File: config.mk
export PLATFORM = sky130hd
export DESIGN_NAME = frame_deframer_param
export DESIGN_NICKNAME = d
export VERILOG_FILES = /design/src/rtl/frame_deframer_param.sv
export SDC_FILE = /design/constraint.sdc
export NUM_CORES = 1
export LEC_CHECK = 0
export ABC_AREA = 1
export ABC_CLOCK_PERIOD_IN_PS = 32100
export CORE_MARGIN = 2
export CORE_UTILIZATION = 40
export CTS_CLUSTER_SIZE = 40
export DETAILED_ROUTE_END_ITERATION = 10
export PLACE_DENSITY_LB_ADDON = 0.2
export SYNTH_ARGS = -nofsm -noshare
export SYNTH_HDL_FRONTEND = slang
export SYNTH_SLANG_ARGS = --single-unit
File: constraint.sdc
create_clock -name clk_in -period 32.1 [get_ports clk_in]
set_clock_uncertainty 0.2 [all_clocks]
set_input_delay 3.21 -clock clk_in [delete_from_list [all_inputs] [get_ports clk_in]]
set_output_delay 3.21 -clock clk_in [all_outputs]
set_load 0.05 [all_outputs]
File: src/rtl/frame_deframer_param.sv
// Parametrised stream deframer: HDR HDR CH D0..DN-1 CRC TAIL TAIL.
// Payload words are buffered per slot while a running CRC-16 is
// computed. One packed FIFO write is issued per good frame. Bad or
// lost frames raise a one-cycle status pulse instead.

// One payload slot: cleared at frame start, loaded when its index is pushed.
module frame_deframer_slot #(
  parameter int unsigned WORD_W = 16
) (
  input  logic              clk_in,
  input  logic              rst,
  input  logic              clr,
  input  logic              ld,
  input  logic [WORD_W-1:0] din,
  output logic [WORD_W-1:0] dout
);
  logic [WORD_W-1:0] data_q, data_d;

  // Slot next-value: clear has priority over load.
  always_comb begin
    data_d = data_q;
    if (clr)     data_d = '0;
    else if (ld) data_d = din;
  end

  // Slot register.
  always_ff @(posedge clk_in or posedge rst) begin
    if (rst) data_q <= '0;
    else     data_q <= data_d;
  end

  assign dout = data_q;
endmodule

module frame_deframer_param #(
  parameter int unsigned       WORD_W    = 16,
  parameter int unsigned       CH_W      = 8,
  parameter int unsigned       MAX_WORDS = 8,
  parameter logic [WORD_W-1:0] HDR_WORD  = 16'hE0E0,
  parameter logic [WORD_W-1:0] TAIL_WORD = 16'h0E0E,
  parameter logic [15:0]       CRC_POLY  = 16'h1021,
  parameter logic [15:0]       CRC_INIT  = 16'hFFFF,
  localparam int unsigned      LEN_W     = $clog2(MAX_WORDS + 1),
  localparam int unsigned      OUT_W     = LEN_W + CH_W + MAX_WORDS * WORD_W
) (
  input  logic              clk_in,
  input  logic              rst,
  input  logic [WORD_W-1:0] data_in,
  input  logic              data_valid,
  input  logic              fifo_full,
  output logic [OUT_W-1:0]  fifo_w_data,
  output logic              fifo_w_enable,
  output logic              crc_err,
  output logic              len_err,
  output logic              frame_drop
);
  localparam int unsigned CRC_W  = 16;
  localparam int unsigned STAGES = 1;  // 2-deep CRC/tail look-behind pipe

  typedef enum logic [1:0] {S_IDLE, S_HDR2, S_CHAN, S_BODY} state_t;

  // Registered per-frame outcome; exactly one field may be set per tail.
  typedef struct packed {
    logic wr;
    logic crc_err;
    logic len_err;
    logic drop;
  } resp_t;

  state_t              state_q, state_d;
  logic [CH_W-1:0]     ch_q, ch_d;
  logic [LEN_W-1:0]    n_q, n_d;
  logic [CRC_W-1:0]    crc_q, crc_d;
  logic [WORD_W-1:0]   p0_q, p0_d, p1_q, p1_d;
  logic [STAGES:0]     vld_pipe_q, vld_pipe_d;
  resp_t               resp_q, resp_d;
  logic [OUT_W-1:0]    fifo_data_q, fifo_data_d;

  logic                          slot_clr;
  logic                          slot_ld;
  logic [MAX_WORDS-1:0]          slot_sel;
  logic [MAX_WORDS-1:0][WORD_W-1:0] slot_word;
  logic [MAX_WORDS-1:0][WORD_W-1:0] payload;
  logic                          tail_hit;

  // CRC-16, MSB-first, one full word per call, no reflection.
  function automatic logic [CRC_W-1:0] crc_next(input logic [CRC_W-1:0] c,
                                                input logic [WORD_W-1:0] w);
    logic [CRC_W-1:0] r;
    logic             fb;
    r = c;
    for (int i = WORD_W - 1; i >= 0; i--) begin
      fb = r[CRC_W-1] ^ w[i];
      r  = {r[CRC_W-2:0], 1'b0};
      if (fb) r = r ^ CRC_POLY;
    end
    return r;
  endfunction

  // Payload slots; word 0 lands in the most significant slice of the output.
  for (genvar k = 0; k < MAX_WORDS; k++) begin : g_slot
    assign slot_sel[k] = slot_ld && (n_q == LEN_W'(k));
    frame_deframer_slot #(.WORD_W(WORD_W)) u_slot (
      .clk_in (clk_in),
      .rst    (rst),
      .clr    (slot_clr),
      .ld     (slot_sel[k]),
      .din    (p1_q),
      .dout   (slot_word[k])
    );
    assign payload[MAX_WORDS-1-k] = slot_word[k];
  end

  // Second tail word only counts once the pipe holds CRC + first tail.
  assign tail_hit = (data_in == TAIL_WORD) && (p0_q == TAIL_WORD) && vld_pipe_q[STAGES];

  // Frame parser: next state, pipe/CRC/count updates and commit decision.
  always_comb begin
    state_d     = state_q;
    ch_d        = ch_q;
    n_d         = n_q;
    crc_d       = crc_q;
    p0_d        = p0_q;
    p1_d        = p1_q;
    vld_pipe_d  = vld_pipe_q;
    resp_d      = '0;
    fifo_data_d = fifo_data_q;
    slot_clr    = 1'b0;
    slot_ld     = 1'b0;
    if (data_valid) begin
      case (state_q)
        S_IDLE: if (data_in == HDR_WORD) state_d = S_HDR2;
        S_HDR2: state_d = (data_in == HDR_WORD) ? S_CHAN : S_IDLE;
        S_CHAN: begin
          ch_d       = data_in[CH_W-1:0];
          vld_pipe_d = '0;
          n_d        = '0;
          crc_d      = CRC_INIT;
          slot_clr   = 1'b1;
          state_d    = S_BODY;
        end
        S_BODY: begin
          if (tail_hit) begin
            // p1 is the CRC field; payload is already complete.
            state_d = S_IDLE;
            if (n_q == '0)                    resp_d.len_err = 1'b1;
            else if (p1_q != WORD_W'(crc_q))  resp_d.crc_err = 1'b1;
            else if (fifo_full)               resp_d.drop    = 1'b1;
            else begin
              resp_d.wr   = 1'b1;
              fifo_data_d = {n_q, ch_q, payload};
            end
          end else begin
            if (vld_pipe_q[STAGES]) begin
              // p1 leaves the pipe as the next payload word.
              if (n_q == LEN_W'(MAX_WORDS)) begin
                resp_d.len_err = 1'b1;
                state_d        = S_IDLE;
              end else begin
                slot_ld = 1'b1;
                crc_d   = crc_next(crc_q, p1_q);
                n_d     = n_q + LEN_W'(1);
              end
            end
            p1_d       = p0_q;
            p0_d       = data_in;
            vld_pipe_d = {vld_pipe_q[STAGES-1:0], 1'b1};
          end
        end
        default: state_d = S_IDLE;
      endcase
    end
  end

  // State, pipe and output registers.
  always_ff @(posedge clk_in or posedge rst) begin
    if (rst) begin
      state_q     <= S_IDLE;
      ch_q        <= '0;
      n_q         <= '0;
      crc_q       <= CRC_INIT;
      p0_q        <= '0;
      p1_q        <= '0;
      vld_pipe_q  <= '0;
      resp_q      <= '0;
      fifo_data_q <= '0;
    end else begin
      state_q     <= state_d;
      ch_q        <= ch_d;
      n_q         <= n_d;
      crc_q       <= crc_d;
      p0_q        <= p0_d;
      p1_q        <= p1_d;
      vld_pipe_q  <= vld_pipe_d;
      resp_q      <= resp_d;
      fifo_data_q <= fifo_data_d;
    end
  end

  assign fifo_w_data   = fifo_data_q;
  assign fifo_w_enable = resp_q.wr;
  assign crc_err       = resp_q.crc_err;
  assign len_err       = resp_q.len_err;
  assign frame_drop    = resp_q.drop;
endmodule
==> results of run 1 <==
[cell usage after synthesis (all sizes together)]
master,n
xor2,17
xnor2,12
nand3b,1
a31oi,1
nor2,75
ha,4
o21ai,37
clkbuf,23
o21a,1
buf,52
nand3,165
nor3,8
inv,86
dfstp,16
clkinv,1
nand4,20
dfrtp,320
nand2,853
a21oi,15
[state kept, by name, indices dropped and copies added, names as in the netlist, 2 cells and up, named ones only]
| name | count |
|---|---|
| n_q | 4 |
| g_slot.u_slot.dout | 128 |
| crc_q | 16 |
| p1_q | 16 |
| vld_pipe_q | 2 |
| fifo_w_data | 140 |
| p0_q | 16 |
| ch_q | 8 |
[power groups by stage]
stage,clock network [mW],registers (mW),logic (mW)
floorplan,0,0.433,0.00961
finish,0.421,0.426,0.0160
global placement,0,0.433,0.0161
global route,0.447,0.426,0.0185
detailed placement,0,0.433,0.0165
CTS,0.430,0.426,0.0167
[cells by family after synthesis]
kind of cell / after synthesis / synth area share
adders and majority gates: 4 / 0.00347
buffers and inverters: 162 / 0.0569
AOI/OAI and AO/OA: 54 / 0.0190
DFF: 336 / 0.584
xor gates and xnor gates: 29 / 0.0186
and+or+nand+nor: 1122 / 0.318
[stage by stage]
| stage | util | area (sq um) |
|---|---|---|
| after CTS | 0.492 | 17500 |
| after detailed placement | 0.458 | 16300 |
| after global placement | 0.458 | 16300 |
| final | 0.492 | 17500 |
| after global routing | 0.492 | 17500 |
| after floorplan | - | 14400 |
[layout make-up]
cell class / instances / area (sq um) / area share
clock inverters: 13 / 109 / 0.00622
inverters: 87 / 337 / 0.0192
clock buffers: 54 / 1110 / 0.0635
well taps: 461 / 577 / 0.0329
multi-input cells: 1209 / 5190 / 0.296
flip-flops and latches: 336 / 8430 / 0.481
repair buffers: 180 / 1760 / 0.100
[critical path, stage by stage]
cell and delay (ns):
clkdlybuf4s50_1 0.45, inv_1 0.05, nor2_1 0.14, nand2_1 0.07, nor2_1 0.12, nand2_1 0.08
nor2_1 0.08, nand2_1 0.14, nor3_1 0.33, nand2_4 0.55, buf_4 0.54, nand2_1 0.15
nand2_1 0.07
[per-layer routing]
metal	track usage	up-vias
met5	0	-
met4	0.0589	0
met3	0.0423	69
met2	0.331	357
met1	0.288	5543
li1	-	5597
[cells in the final DEF (no fill, tap or decap), types with 2 or more instances in the layout]
master	n
a21oi_1	15
buf_4	17
clkbuf_1	6
clkbuf_16	38
clkbuf_8	10
clkdlybuf4s50_1	163
clkinv_2	8
clkinvlp_4	3
dfrtp_1	320
dfstp_2	16
ha_1	4
inv_1	77
inv_2	7
nand2_1	843
nand2_2	9
nand3_1	164
nand4_1	12
nand4_2	8
nor2_1	72
nor2_2	2
nor3_1	6
o21ai_0	36
xnor2_1	10
xnor2_2	2
xor2_1	17
[worst paths after layout]
path / endpoint / depth (start not counted) / from / slack [ns]
hold reg to reg: fifo_w_data[71] / 2 / fifo_w_data[71] / 0.27
max in group asynchronous: fifo_w_data[115] / 3 / rst / 27.09
min in group asynchronous: fifo_w_data[122] / 2 / rst / 3.07
hold / removal: fifo_w_data[71] / 2 / fifo_w_data[71] / 0.27
setup reg to reg: g_slot[0].u_slot.dout[4] / 7 / flop / 28.98
setup / recovery: fifo_w_data[18] / 13 / data_in[9] / 26.24
==> flow_summary.json, run 1 <==
{
  "ant_nets": 0,
  "cts_buffer_depth": 3,
  "route.detailed.drc": 0,
  "dr_wl_met3_microns": 2570,
  "hold_class": "reg2reg",
  "synth_top_area_cell": "dfrtp_1",
  "switchingPower_uw": 186,
  "p_leak_nw": 9.55,
  "fillers": 3479,
  "tightestPinTransition_ns": 1.21,
  "drtIter0Drc": 1068,
  "place_ws_ns": 25.74,
  "nets": 1875,
  "yosys-top-cells-area": "dfrtp_1 55%, nand2_1 22%, nand3_1 5.7%, dfstp_2 2.9%, inv_1 2.0%",
  "root_buffer": "clkbuf_16",
  "synth_warnings": 0,
  "yosysTopAreaCellShare": 0.555,
  "slew_headroom": 0.193,
  "start_util": 0.406,
  "clockPowerShare": 0.488,
  "wire_per_inst_microns": 16.7,
  "overflow": 0,
  "ys_ff_latch": 336,
  "holdWs_ns": 0.267,
  "finalWirelength_microns": 39100,
  "outcome": "completed",
  "grt_pass1_vias": 11300,
  "pin_count": 164,
  "syn_avg_cell_area_sq_um": 8.45,
  "min_period_ns": 5.86,
  "share_seq_of_total_power": 0.493,
  "synth-seq-area-share": 0.584,
  "area_growth_pct": 21.3,
  "hpwl_microns": 25700,
  "drive_gt1_frac": 0.0687,
  "grt_start_max_net_pins": 120,
  "die_w_microns": 194,
  "cts_sinks": 336,
  "grt_pass1_wl_microns": 62700,
  "drv_slew": 0,
  "wl_met2_microns": 18100,
  "path_clk_slew_ns": 0.06,
  "hold_violations": 0,
  "cts_setup_buffers": 0,
  "vias_per_cell": 4.94,
  "instances_no_fill": 2340,
  "sw_frac_of_total": 0.215,
  "critPathMaxFanout": 79,
  "fin_crit_sh": 0.182,
  "die_h_microns": 194,
  "comb_power_share": 0.019,
  "fmax_mhz": 171,
  "worst_slack_ns": 26.24,
  "vias": 11600,
  "cts_buffers": 37,
  "crit_arrival_ns": 6.06,
  "n_antenna_cell": 0,
  "tritoncts": "yes",
  "grt.total_usage": 0.207,
  "setup_tns_ns": 0,
  "clk_latency_ns": 0.52,
  "die-area_sq_um": 37600,
  "dp_cells": 2273,
  "rsz0062_at_grt": "no",
  "drtPass1Iterations": 5,
  "core-area_sq_um": 35600,
  "crit_path_end_kind": "flop",
  "hold_buffers": 0,
  "ir_drop_mv": 0.0307,
  "syn-instance-count": 1707,
  "wl_met1_microns": 17600,
  "power.density_nw_per_um2": 49.3,
  "worstSetupStartpointType": "input pin",
  "antenna_found_initial": 0,
  "crit_required_ns": 32.30,
  "p_int_uw": 677,
  "synth_area_sq_um": 14400,
  "gp_congestion": 0.887,
  "maxCapViolCount": 0,
  "io_buffers": 163,
  "synth.distinct_cells": 33,
  "p_total_uw": 863,
  "cts_resized": 0,
  "path_class": "in2reg",
  "finalSetupViolCount": 0,
  "htreeDepth": 2,
  "routed.top_layer": "met4",
  "synth_fp_nets": 1731,
  "rows": 69
}
(Power assumes the default switching activity.)
==> run 2, diff against run 1 <==
--- a/config.mk
+++ b/config.mk
@@ -6,7 +6,7 @@
 export NUM_CORES = 1
 export LEC_CHECK = 0
 export ABC_AREA = 1
-export ABC_CLOCK_PERIOD_IN_PS = 32100
+export ABC_CLOCK_PERIOD_IN_PS = 6020
 export CORE_MARGIN = 2
 export CORE_UTILIZATION = 40
 export CTS_CLUSTER_SIZE = 40
==> constraint.sdc (replaced) <==
create_clock -name clk_in -period 6.02 [get_ports clk_in]
set_clock_uncertainty 0.2 [all_clocks]
set_input_delay 0.602 -clock clk_in [delete_from_list [all_inputs] [get_ports clk_in]]
set_output_delay 0.602 -clock clk_in [all_outputs]
set_load 0.05 [all_outputs]
==> flow_summary.json, run 2 (synthesis gave the netlist of run 1 again) <==
{
  "slew_headroom": 0.175,
  "ir_drop_mv": 0.252,
  "cts_buffer_depth": 3,
  "critPathMaxFanout": 49,
  "finalWirelength_microns": 39100,
  "final_area_sq_um": 17700,
  "multi_input_area_sq_um": 5190,
  "placed_cell_area_sq_um": 16300,
  "vias": 11500,
  "crit_end": "fifo_w_data[121]",
  "hold_buffers": 0,
  "die_w_microns": 194,
  "p_leak_nw": 9.62,
  "crit_arrival_ns": 3.65,
  "pin_count": 164,
  "path_class": "in2reg",
  "grt_start_max_net_pins": 177,
  "hold_violations": 0,
  "core-area_sq_um": 35600,
  "hold_start": "fifo_w_data[73]",
  "drtPass1Iterations": 5,
  "hpwl_microns": 25500,
  "cts_buffers": 38,
  "crit_top_cell": "nand2_1",
  "drv_slew": 0,
  "crit_path_end_kind": "flop",
  "start_util": 0.406,
  "cts_setup_buffers": 0,
  "cp_cell_sequence": "clkdlybuf4s50_1 -> inv_1 -> nor2_1 -> nand2_1 -> nor2_1 -> nand2_1 -> nor2_1 -> nand2_1 -> nor2_2 -> nand2_1 -> nor2_4 -> buf_4 -> nand2_1 -> nand2_1",
  "outcome": "completed",
  "worst_slack_ns": 2.65,
  "ant_nets": 0,
  "wire_per_inst_microns": 16.7,
  "crit_family": "simple AND/OR/NAND/NOR gates",
  "worstSetupStartpointType": "input pin",
  "tightestPinTransition_ns": 1.23,
  "route.detailed.drc": 0,
  "hold_class": "reg2reg",
  "tritoncts": "yes",
  "vias_per_cell": 4.92,
  "timing.rr.end": "fifo_w_data[121]",
  "worst-path-stages": 14,
  "maxCapViolCount": 0,
  "clk_latency_ns": 0.53,
  "overflow": 0,
  "worst-path-buf-inv": 3,
  "grt.total_usage": 0.208,
  "setup_tns_ns": 0,
  "root_buffer": "clkbuf_16",
  "timing.reg2reg.setup_slack_ns": 2.75,
  "htreeDepth": 2,
  "n_antenna_cell": 0,
  "gp_congestion": 0.879,
  "min_period_ns": 3.37,
  "slowest_delay_ns": 0.94,
  "crit_slowest_cell": "nor2_4",
  "die-area_sq_um": 37600,
  "antenna_found_initial": 0,
  "final_cell_mix": "843 x nand2_1, 320 x dfrtp_1, 164 x nand3_1, 163 x clkdlybuf4s50_1, 77 x inv_1",
  "drive_gt1_frac": 0.0700,
  "area_growth_pct": 22.4,
  "fillers": 3475,
  "nets": 1879,
  "fmax_mhz": 296,
  "cp-startpoint": "data_in[9]",
  "drtIter0Drc": 924,
  "rsz0062_at_grt": "no",
  "reg2reg_from": "p1_q[0]",
  "holdPathStages": 2,
  "path_clk_slew_ns": 0.06,
  "rows": 69,
  "instances_no_fill": 2346,
  "final_common_cell": "nand2_1",
  "io_buffers": 163,
  "grt_pass1_vias": 11400,
  "fin_crit_sh": 0.560,
  "r2r_cells": 8,
  "finalSetupViolCount": 0,
  "crit_required_ns": 6.29,
  "die_h_microns": 194,
  "place_ws_ns": 2.09,
  "power.density_nw_per_um2": 270,
  "cts_sinks": 336,
  "seq_area_sq_um": 8430,
  "cts_resized": 0,
  "dp_cells": 2276,
  "largest_reg_flops": 140,
  "grt_pass1_wl_microns": 63200
}
-- run 2: worst min-delay path, cell delays in order, from the launching register on --
cell     delay, ns
dfrtp_1       0.34
nand2_1       0.05
nand2_1       0.04
-- run 2: final cells by class --
class,count,share of cell area
multi-input combinational,1209,0.294
sequential,336,0.477
clock buffer,56,0.0634
tap,461,0.0327
inverter,87,0.0188
clock inverter,14,0.0111
timing repair buffer,183,0.103
-- run 2: report_power, final --
group	switching (mW)	internal, mW	total (mW)
clock network	0.942	1.47	2.41
registers	0.00649	2.26	2.27
logic	0.0628	0.0214	0.0842
total	1.01	3.76	4.77
-- run 2: worst min path at each step --
stage                      endpoint  slack (ns)
floorplan             vld_pipe_q[0]        0.24
global placement    fifo_w_data[82]        0.25
detailed placement  fifo_w_data[99]        0.26
CTS                 fifo_w_data[99]        0.27
global route        fifo_w_data[82]        0.29
finish              fifo_w_data[73]        0.27
-- run 2: through the flow --
stage	power [mW]	utilization	hold WS (ns)
5_1_grt	4.92	0.497	0.287
6_report	4.77	0.497	0.268
4_1_cts	4.83	0.497	0.273
2_1_floorplan	2.36	-	0.243
3_3_place_gp	2.40	0.460	0.255
3_5_place_dp	2.40	0.460	0.258
-- run 2: metal layers --
layer	routed length [microns]	vias to the layer above	track usage
met5	0	-	0
met4	1040	0	0.0612
met3	1940	60	0.0297
met2	18100	303	0.336
met1	18000	5554	0.295
li1	-	5629	-
==> run 3, diff against run 2 <==
--- a/config.mk
+++ b/config.mk
@@ -6,7 +6,7 @@
 export NUM_CORES = 1
 export LEC_CHECK = 0
 export ABC_AREA = 1
-export ABC_CLOCK_PERIOD_IN_PS = 6020
+export ABC_CLOCK_PERIOD_IN_PS = 3100
 export CORE_MARGIN = 2
 export CORE_UTILIZATION = 40
 export CTS_CLUSTER_SIZE = 40
==> constraint.sdc (replaced) <==
create_clock -name clk_in -period 3.1 [get_ports clk_in]
set_clock_uncertainty 0.2 [all_clocks]
set_input_delay 0.31 -clock clk_in [delete_from_list [all_inputs] [get_ports clk_in]]
set_output_delay 0.31 -clock clk_in [all_outputs]
set_load 0.05 [all_outputs]
==> flow_summary.json, run 3 (synthesis gave the netlist of run 1 again) <==
{
  "path_clk_slew_ns": 0.06,
  "rows": 69,
  "cp-startpoint": "p1_q[3]",
  "root_buffer": "clkbuf_16",
  "final_common_cell": "nand2_1",
  "io_buffers": 163,
  "crit_path_end_kind": "flop",
  "routed.top_layer": "met4",
  "core-area_sq_um": 35600,
  "timing.rr.end": "fifo_w_data[22]",
  "ir_drop_mv": 0.404,
  "drtPass1Iterations": 5,
  "outcome": "completed",
  "largest_reg_flops": 140,
  "r2r_cells": 9,
  "n_antenna_cell": 0,
  "cts_buffer_depth": 3,
  "hold_class": "in2reg",
  "antenna_found_initial": 0,
  "hold_end": "p0_q[9]",
  "finalSetupViolCount": 0,
  "timing.reg2reg.setup_slack_ns": 0.62,
  "die_h_microns": 194,
  "seq_area_sq_um": 8430,
  "gp_congestion": 0.888,
  "die-area_sq_um": 37600,
  "critPathMaxFanout": 73,
  "hold_buffers": 1,
  "area_growth_pct": 23.7,
  "fin_crit_sh": 0.800,
  "fillers": 3410,
  "grt_pass1_vias": 11400,
  "die_w_microns": 194,
  "drive_gt1_frac": 0.0815,
  "cts_buffers": 38,
  "path_class": "reg2reg",
  "hold_violations": 0,
  "rsz0062_at_grt": "no",
  "route.detailed.drc": 0,
  "cts_setup_buffers": 0,
  "slew_headroom": 0.533,
  "grt_start_max_net_pins": 79,
  "vias_per_cell": 4.89,
  "clk_latency_ns": 0.52,
  "cts_sinks": 336,
  "dr_wl_met3_microns": 1750,
  "power.density_nw_per_um2": 496,
  "reg2reg_from": "p1_q[3]",
  "htreeDepth": 2,
  "wl_met1_microns": 18500,
  "finalWirelength_microns": 39600,
  "nets": 1913,
  "tritoncts": "yes",
  "crit_arrival_ns": 2.68,
  "final_cell_mix": "843 x nand2_1, 320 x dfrtp_1, 164 x nand3_1, 163 x clkdlybuf4s50_1, 77 x inv_1",
  "grt_pass1_wl_microns": 63800,
  "pin_count": 164,
  "drv_slew": 0,
  "min_period_ns": 2.48,
  "p_leak_nw": 9.73,
  "drtIter0Drc": 859,
  "start_util": 0.406,
  "final_area_sq_um": 17800,
  "maxCapViolCount": 0,
  "grt.total_usage": 0.211,
  "tightestPinTransition_ns": 0.700,
  "multi_input_area_sq_um": 5190,
  "fmax_mhz": 403,
  "ant_nets": 0,
  "wl_met2_microns": 18200,
  "crit_required_ns": 3.30,
  "hold_start": "data_in[9]",
  "vias": 11600,
  "placed_cell_area_sq_um": 16700,
  "p_total_mw": 8.86,
  "worstSetupStartpointType": "flop",
  "hpwl_microns": 26500,
  "overflow": 0,
  "cts_resized": 0,
  "holdPathStages": 3,
  "wire_per_inst_microns": 16.7
}
## run 3: metrics by stage
stage / util / hold slack [ns] / setup TNS [ns] / instances / worst slack, ns
finish: 0.502 / 0.215 / 0 / 2374 / 0.621
CTS: 0.502 / 0.198 / 0 / 2374 / 0.630
global route: 0.502 / 0.243 / 0 / 2374 / 0.491
detailed placement: 0.469 / 0.259 / 0 / 2309 / 0.318
global placement: 0.469 / 0.256 / 0 / 2309 / 0.329
floorplan: - / 0.243 / -614.78 / 1707 / -1.89
## run 3: power by group
| part | internal [mW] | leakage, nW | switching [mW] |
|---|---|---|---|
| Combinational | 0.0526 | 4.58 | 0.129 |
| Sequential | 4.40 | 4.57 | 0.0120 |
| Clock | 2.53 | 0.572 | 1.74 |
| Total | 6.98 | 9.73 | 1.88 |
## run 3: cell type report
| class | count | share of cell area |
|---|---|---|
| Multi-Input combinational cell | 1209 | 0.291 |
| Tap cell | 461 | 0.0323 |
| Clock buffer | 57 | 0.0618 |
| Timing Repair Buffer | 217 | 0.121 |
| Clock inverter | 7 | 0.00372 |
| Inverter | 87 | 0.0186 |
| Sequential cell | 336 | 0.472 |
## run 3: worst max-delay path, stage by stage, from the launching register on
cell and delay [ns]:
dfrtp_1 0.39, xnor2_1 0.41, nand4_1 0.19, nor2_1 0.28, nand3_2 0.15, inv_1 0.11
nand2_4 0.17, buf_12 0.28, nand2_1 0.10, nand2_1 0.05
## run 3: worst max path at each step
stage,cells after the start,slack [ns],endpoint
2_1_floorplan,1,-1.89,async pin
3_3_place_gp,13,0.33,fifo_w_data[97]
3_5_place_dp,13,0.32,fifo_w_data[7]
4_1_cts,9,0.63,fifo_w_data[116]
5_1_grt,9,0.49,fifo_w_data[83]
6_report,9,0.62,fifo_w_data[22]
## run 3: per-layer routing
layer	GRT usage	up-vias
met5	0	-
met4	0.0645	0
met3	0.0301	63
met2	0.337	284
met1	0.301	5586
li1	-	5683
